**src/rtl/config_port_arbiter.sv**
```systemverilog
// Shares the fabric config write port between the UART loader (src 0) and the bit-bang loader
// (src 1). Define CFG_ARB_TIMEOUT_EN to revoke sessions that sit idle for TimeoutCycles.
module config_port_arbiter #(
    parameter int unsigned NumberOfRows  = 15,
    parameter int unsigned desync_flag   = 20,
    parameter logic [31:0] SyncWord      = 32'hFAB0_FAB1,
    parameter int unsigned TimeoutCycles = 1024,
    parameter int unsigned TimeoutWidth  = 11
) (
    input  logic        CLK,
    input  logic        resetn,
    input  logic        UartActive,
    input  logic [31:0] UartData,
    input  logic        UartValid,
    output logic        UartReady,
    input  logic        BBActive,
    input  logic [31:0] BBData,
    input  logic        BBValid,
    output logic        BBReady,
    output logic [31:0] WriteData,
    output logic        WriteStrobe,
    output logic        ConfigReset,
    output logic [1:0]  Grant,
    output logic        AbortErr,
    input  logic        ErrClr
);

    localparam int unsigned RowCntW = $clog2(NumberOfRows + 1);

    if (2 ** TimeoutWidth <= TimeoutCycles) begin : g_timeout_width_check
        $error("TimeoutWidth is too narrow for TimeoutCycles");
    end

    typedef enum logic [1:0] {StIdle, StResync, StGrant} arb_state_e;
    typedef enum logic [1:0] {ShUnsync, ShSync, ShData} shadow_state_e;

    arb_state_e         state_q, state_d;
    shadow_state_e      shadow_q, shadow_d;
    logic               owner_q, owner_d;  // 0: UART, 1: bit-bang
    logic               last_src_q, last_src_d;
    logic               resync_cnt_q, resync_cnt_d;
    logic [RowCntW-1:0] row_cnt_q, row_cnt_d;
    logic               abort_err_q, abort_err_d;
    logic [31:0]        write_data_q, write_data_d;
    logic               write_strobe_q, write_strobe_d;

    logic [1:0]  req;
    logic [1:0]  req_eff;
    logic        owner_active;
    logic        owner_valid;
    logic [31:0] owner_data;
    logic        in_grant;
    logic        accept;
    logic        timeout_hit;
    logic        leave_grant;

    assign req          = {BBActive, UartActive};
    assign owner_active = owner_q ? BBActive : UartActive;
    assign owner_valid  = owner_q ? BBValid : UartValid;
    assign owner_data   = owner_q ? BBData : UartData;
    assign in_grant     = (state_q == StGrant);
    assign accept       = in_grant && owner_active && owner_valid;
    assign leave_grant  = in_grant && (!owner_active || timeout_hit);

`ifdef CFG_ARB_TIMEOUT_EN
    logic [TimeoutWidth-1:0] timeout_cnt_q, timeout_cnt_d;
    logic [1:0]              blocked_q, blocked_d;

    assign req_eff     = req & ~blocked_q;
    assign timeout_hit = in_grant && owner_active && !accept &&
                         (timeout_cnt_q == TimeoutWidth'(TimeoutCycles - 1));

    always_comb begin
        timeout_cnt_d = '0;
        if (in_grant && !accept) begin
            timeout_cnt_d = timeout_cnt_q + TimeoutWidth'(1);
        end
        // A timed-out source stays locked out until its Active has been seen low
        blocked_d = blocked_q & req;
        if (timeout_hit) begin
            blocked_d[owner_q] = 1'b1;
        end
    end

    always_ff @(posedge CLK or negedge resetn) begin
        if (!resetn) begin
            timeout_cnt_q <= '0;
            blocked_q     <= 2'b00;
        end else begin
            timeout_cnt_q <= timeout_cnt_d;
            blocked_q     <= blocked_d;
        end
    end
`else
    assign req_eff     = req;
    assign timeout_hit = 1'b0;
`endif

    always_comb begin
        state_d      = state_q;
        owner_d      = owner_q;
        last_src_d   = last_src_q;
        resync_cnt_d = resync_cnt_q;
        unique case (state_q)
            StIdle: begin
                if (req_eff != 2'b00) begin
                    // On a tie the source that did not win last time gets the port
                    owner_d      = (req_eff == 2'b11) ? ~last_src_q : req_eff[1];
                    last_src_d   = owner_d;
                    resync_cnt_d = 1'b0;
                    state_d      = StResync;
                end
            end
            StResync: begin
                resync_cnt_d = 1'b1;
                if (resync_cnt_q) begin
                    state_d = StGrant;
                end
            end
            StGrant: begin
                if (leave_grant) begin
                    state_d = StIdle;
                end
            end
            default: state_d = StIdle;
        endcase
    end

    // Shadow of the config FSM frame tracker, stepped only by forwarded words
    always_comb begin
        shadow_d  = shadow_q;
        row_cnt_d = row_cnt_q;
        if (state_q == StResync) begin
            shadow_d  = ShUnsync;
            row_cnt_d = '0;
        end else if (accept) begin
            unique case (shadow_q)
                ShUnsync: begin
                    if (owner_data == SyncWord) begin
                        shadow_d = ShSync;
                    end
                end
                ShSync: begin
                    if (owner_data[desync_flag]) begin
                        shadow_d = ShUnsync;
                    end else begin
                        shadow_d  = ShData;
                        row_cnt_d = RowCntW'(NumberOfRows);
                    end
                end
                ShData: begin
                    row_cnt_d = row_cnt_q - RowCntW'(1);
                    if (row_cnt_q == RowCntW'(1)) begin
                        shadow_d = ShSync;
                    end
                end
                default: shadow_d = ShUnsync;
            endcase
        end
    end

    always_comb begin
        abort_err_d = abort_err_q;
        if (ErrClr) begin
            abort_err_d = 1'b0;
        end
        if (leave_grant && (shadow_q == ShData)) begin
            abort_err_d = 1'b1;
        end
        write_strobe_d = accept;
        write_data_d   = accept ? owner_data : write_data_q;
    end

    always_ff @(posedge CLK or negedge resetn) begin
        if (!resetn) begin
            state_q        <= StIdle;
            shadow_q       <= ShUnsync;
            owner_q        <= 1'b0;
            last_src_q     <= 1'b1;
            resync_cnt_q   <= 1'b0;
            row_cnt_q      <= '0;
            abort_err_q    <= 1'b0;
            write_data_q   <= '0;
            write_strobe_q <= 1'b0;
        end else begin
            state_q        <= state_d;
            shadow_q       <= shadow_d;
            owner_q        <= owner_d;
            last_src_q     <= last_src_d;
            resync_cnt_q   <= resync_cnt_d;
            row_cnt_q      <= row_cnt_d;
            abort_err_q    <= abort_err_d;
            write_data_q   <= write_data_d;
            write_strobe_q <= write_strobe_d;
        end
    end

    assign WriteData   = write_data_q;
    assign WriteStrobe = write_strobe_q;
    assign ConfigReset = (state_q == StResync);
    assign Grant       = (state_q == StIdle) ? 2'b00 : (owner_q ? 2'b10 : 2'b01);
    assign UartReady   = in_grant && !owner_q && UartActive;
    assign BBReady     = in_grant && owner_q && BBActive;
    assign AbortErr    = abort_err_q;

endmodule

```
**config.mk**
```make
export PLATFORM = sky130hd
export DESIGN_NAME = config_port_arbiter
export DESIGN_NICKNAME = d
export VERILOG_FILES = /design/src/rtl/config_port_arbiter.sv
export SDC_FILE = /design/constraint.sdc
export NUM_CORES = 1
export LEC_CHECK = 0
export CORE_MARGIN = 2
export CORE_UTILIZATION = 29
export CTS_CLUSTER_DIAMETER = 100
export DETAILED_ROUTE_END_ITERATION = 8
export GPL_ROUTABILITY_DRIVEN = 0
export SETUP_SLACK_MARGIN = 0.02
export SLEW_MARGIN = 15
export SYNTH_ARGS = -nofsm -noshare
export SYNTH_HDL_FRONTEND = slang
export SYNTH_SLANG_ARGS = --single-unit
```
**constraint.sdc**
```tcl
create_clock -name CLK -period 3.86 [get_ports CLK]
set_input_delay 0.772 -clock CLK [delete_from_list [all_inputs] [get_ports CLK]]
set_output_delay 0.772 -clock CLK [all_outputs]
set_load 0.01 [all_outputs]
```
==> summary.md <==
| Metric | Value |
|---|---|
| Status | complete, no violations |
| CTS Buf Count | 5 |
| Routed Wire Length | 6.84 mm |
| Max Root-Sink Buffers | 2 |
| CP Capture Type | primary output |
| Global Route met3 Usage | under 10% |
| Met1 GRT Util | 20.7% |
| Routed Antenna Nets | 0 |
| Slowest stage delay, CP | 0.57 ns |
| Inst Count DP | 442 |
| Port buffer count | 109 |
| Syn-to-layout area delta | 55.2% |
| CP cell instances | clkdlybuf4s50_1 > nand2_1 > nor2_1 > clkdlybuf4s50_1 |
| # hold bufs at CTS | 0 |
| Max_cap viols | 0 |
| Final Setup Violations | 0 |
| Yosys reg bits | 45 |
| Die Span X | 93.7 um |
| Critical path startpoint category | input pin |
| Syn. warnings | 0 |
| Initial Util | between 30% and 40% |
| DRC errors left | 0 |
| Worst hold path type | in2async |
| Tmin final | around 2.9 ns |
| Hold_ws | approximately 0.46 ns |
| Buffers & Inverters on Critical Path | 2 |
| CP top delay family | buffers and inverters |
| Filler cell count | between 700 and 800 |
| PostCTS Resize Cnt | 0 |
| Final setup TNS | 0 ns |
| Root buffer cell | clkbuf_8 |
| Total Routing Usage GR | 15.5% |
| Layout cells sized above 1 | 5.75% |
| Sequential share of the synthesized area | 48.4% |
| Die height | 93.7 um |
| Leak | 0.00145 uW |
| Netlist Area Pre-Place | ~0.0023 sq mm |
| Yosys top cell by area | dfrtp_1 |
| Largest net degree at the start of global routing | 46 |
| Final setup skew | slightly below 0.007 ns |
| Final hold viol count | 0 |
| Fin crit share | 75.1% |
| Vias | 2194 |
| Die ar. | 0.00877 sq mm |
| Peak supply drop | 0.265 mV |
| CP required | 3.09 ns |
| Postcts setup bufs | 0 |
| Grt peak-use layer | met2 |
| Largest fanout on the critical path | 6 |
| CP Data Arrival Time | 2.13 ns |
| CP max stage cell | clkdlybuf4s50_1 |
| Gr ovfl total | 0 |
| Post-DP HPWL | approximately 5 mm |
| Mean area per synthesized cell | 9.71 sq um |
| Finished Layout Cells | 450 |
| CTS Sinks | 45 |
| Synth Flop Type | dfrtp_1 |
| H-tree depth | 2 |
| DR pass1 iterations | 4 |
| Number of distinct library cells after synthesis | 42 |
| Worst-Skew Late Latency | 0.30 ns |
| Slew margin rel. | between 50% and 60% |
| Initial antenna violation count | 0 |
| DR WL/cell | 15.2 um |
| EDFF count, synth | 0 |
| Boundary Pins | 110 |
| Ant diodes | 0 |
| Synth Instances | 240 |
| Top-area cell type share of the netlist area | 47.2% |
| CTS tree | done |
| Final #Nets | 420 |
| RSZ-0062 raised after global routing | no |
| CP dominant cell by count | clkdlybuf4s50_1 |
| Largest cells by area after synthesis | dfrtp_1 47%, mux2i_1 13%, a21oi_1 7.3%, nor2_1 6.6%, nand2_1 1.9% |
| PwrDens | approximately 660 mW/mm^2 |
| Ys async rst share | 100% |
| Vias in the first global route | 2192 |
| CTS clock-pin slew for the worst setup and hold paths | 0.08 ns |
| Fmax | 345 MHz |
| Post-synthesis net count | 313 |
| DRT iter0 DRCs | 95 |
| Core Box Area | 0.00777 sq mm |
| Slew Viols, Final | 0 |
| Tightest Pin Transition | 0.646 ns |
| Row cnt | 32 |
| First-pass GRT wire length | roughly 11 mm |
| M2 GR Usage | about 24% |
| Via density | around 4.9 |
| Crit Path Category | in2out |
## report_power, final
group | switching (uW) | total (uW) | internal [uW] | leakage, uW
Combinational | 507 | 1170 | 659 | 0.000864
Clock | 166 | 328 | 162 | 0.0000542
Sequential | 194 | 884 | 691 | 0.000532
Total | 866 | 2380 | 1510 | 0.00145
## Yosys cell counts (2+ instances only)
| master | number |
|---|---|
| nand4b_1 | 4 |
| or4b_1 | 2 |
| nor4_1 | 2 |
| ha_1 | 2 |
| a311oi_1 | 2 |
| mux2i_1 | 31 |
| or2_2 | 3 |
| nor3_1 | 4 |
| or4_1 | 2 |
| nand3_1 | 5 |
| o21ai_0 | 2 |
| nand2_1 | 12 |
| buf_2 | 8 |
| nand4_1 | 3 |
| nand3b_1 | 2 |
| nand2b_1 | 4 |
| clkbuf_1 | 3 |
| inv_1 | 5 |
| nor2_1 | 41 |
| a211oi_1 | 3 |
| a31oi_1 | 3 |
| a21oi_1 | 34 |
| dfrtp_1 | 44 |
## routing by layer
metal  vias to the layer above  wire length, um
li1                       1074                -
met1                      1034             3190
met2                        79             3020
met3                         7              537
met4                         0               91
met5                         -                0
## cells in the final DEF (no fill, tap or decap), drive strengths merged, types with 5 or more instances in the layout
cell type	Yosys	routed
dfrtp	44	44
clkbuf	3	7
inv	5	5
clkdlybuf4s50	0	108
nor2	41	41
nand3	5	5
a21oi	35	35
nand2	12	12
mux2i	31	31
## metrics by stage
step / utilization, % / area [sq um] / power [uW] / setup slack (ns)
2_1_floorplan: - / 2330 / 1450 / 1.90
3_3_place_gp: 45.2 / 3510 / 2050 / 1.02
3_5_place_dp: 45.2 / 3510 / 2070 / 0.964
4_1_cts: 46.5 / 3610 / 2400 / 0.958
5_1_grt: 46.6 / 3620 / 2550 / 0.879
6_report: 46.6 / 3620 / 2380 / 0.962
## layout make-up
cell class	count	area, sq um	area share, %
clock buffers	7	96.3	2.66
clock inverters	1	5.00	0.138
inverters	5	18.8	0.519
multi-input cells	178	1130	31.2
flip-flops and latches	45	1130	31.2
well taps	102	128	3.53
repair buffers	112	1110	30.7
## sequential cells by signal, summed over array words and instances, names as in the netlist
register and cells:
last_src_q 1, owner_q 1, shadow_q 2, AbortErr 1, row_cnt_q 4, resync_cnt_q 1
WriteData 32, WriteStrobe 1, state_q 2
## worst register-to-register path: cells and delay by family (launching register included)
family | cells | cell delay, ns
DFF | 1 | 0.79
AOI/OAI and AO/OA | 3 | 0.65
and+or+nand+nor | 1 | 0.47
buffers and inverters | 1 | 0.45
## cell families after synthesis
logic type / Yosys count / share of synthesized area [%]
simple gates: 90 / 19.4
buf+inv: 17 / 3.49
fa+ha+maj: 2 / 1.07
compound gates: 54 / 14.0
xor+xnor: 1 / 0.376
flops: 45 / 48.4
mux: 31 / 13.3
## worst paths after layout
check                                   from            to  slack, ns  depth (start not counted)
worst max-delay path                BBActive       BBReady       0.96                          4
worst min-delay path                  resetn  WriteData[4]       0.46                          1
worst max register to register       owner_q   shadow_q[0]       1.43                          5
worst min register to register  resync_cnt_q    state_q[0]       0.49                          1
max in group asynchronous             resetn       owner_q       2.96                          1
min in group CLK                resync_cnt_q    state_q[0]       0.49                          1
Power figures use the tool's default switching activity.
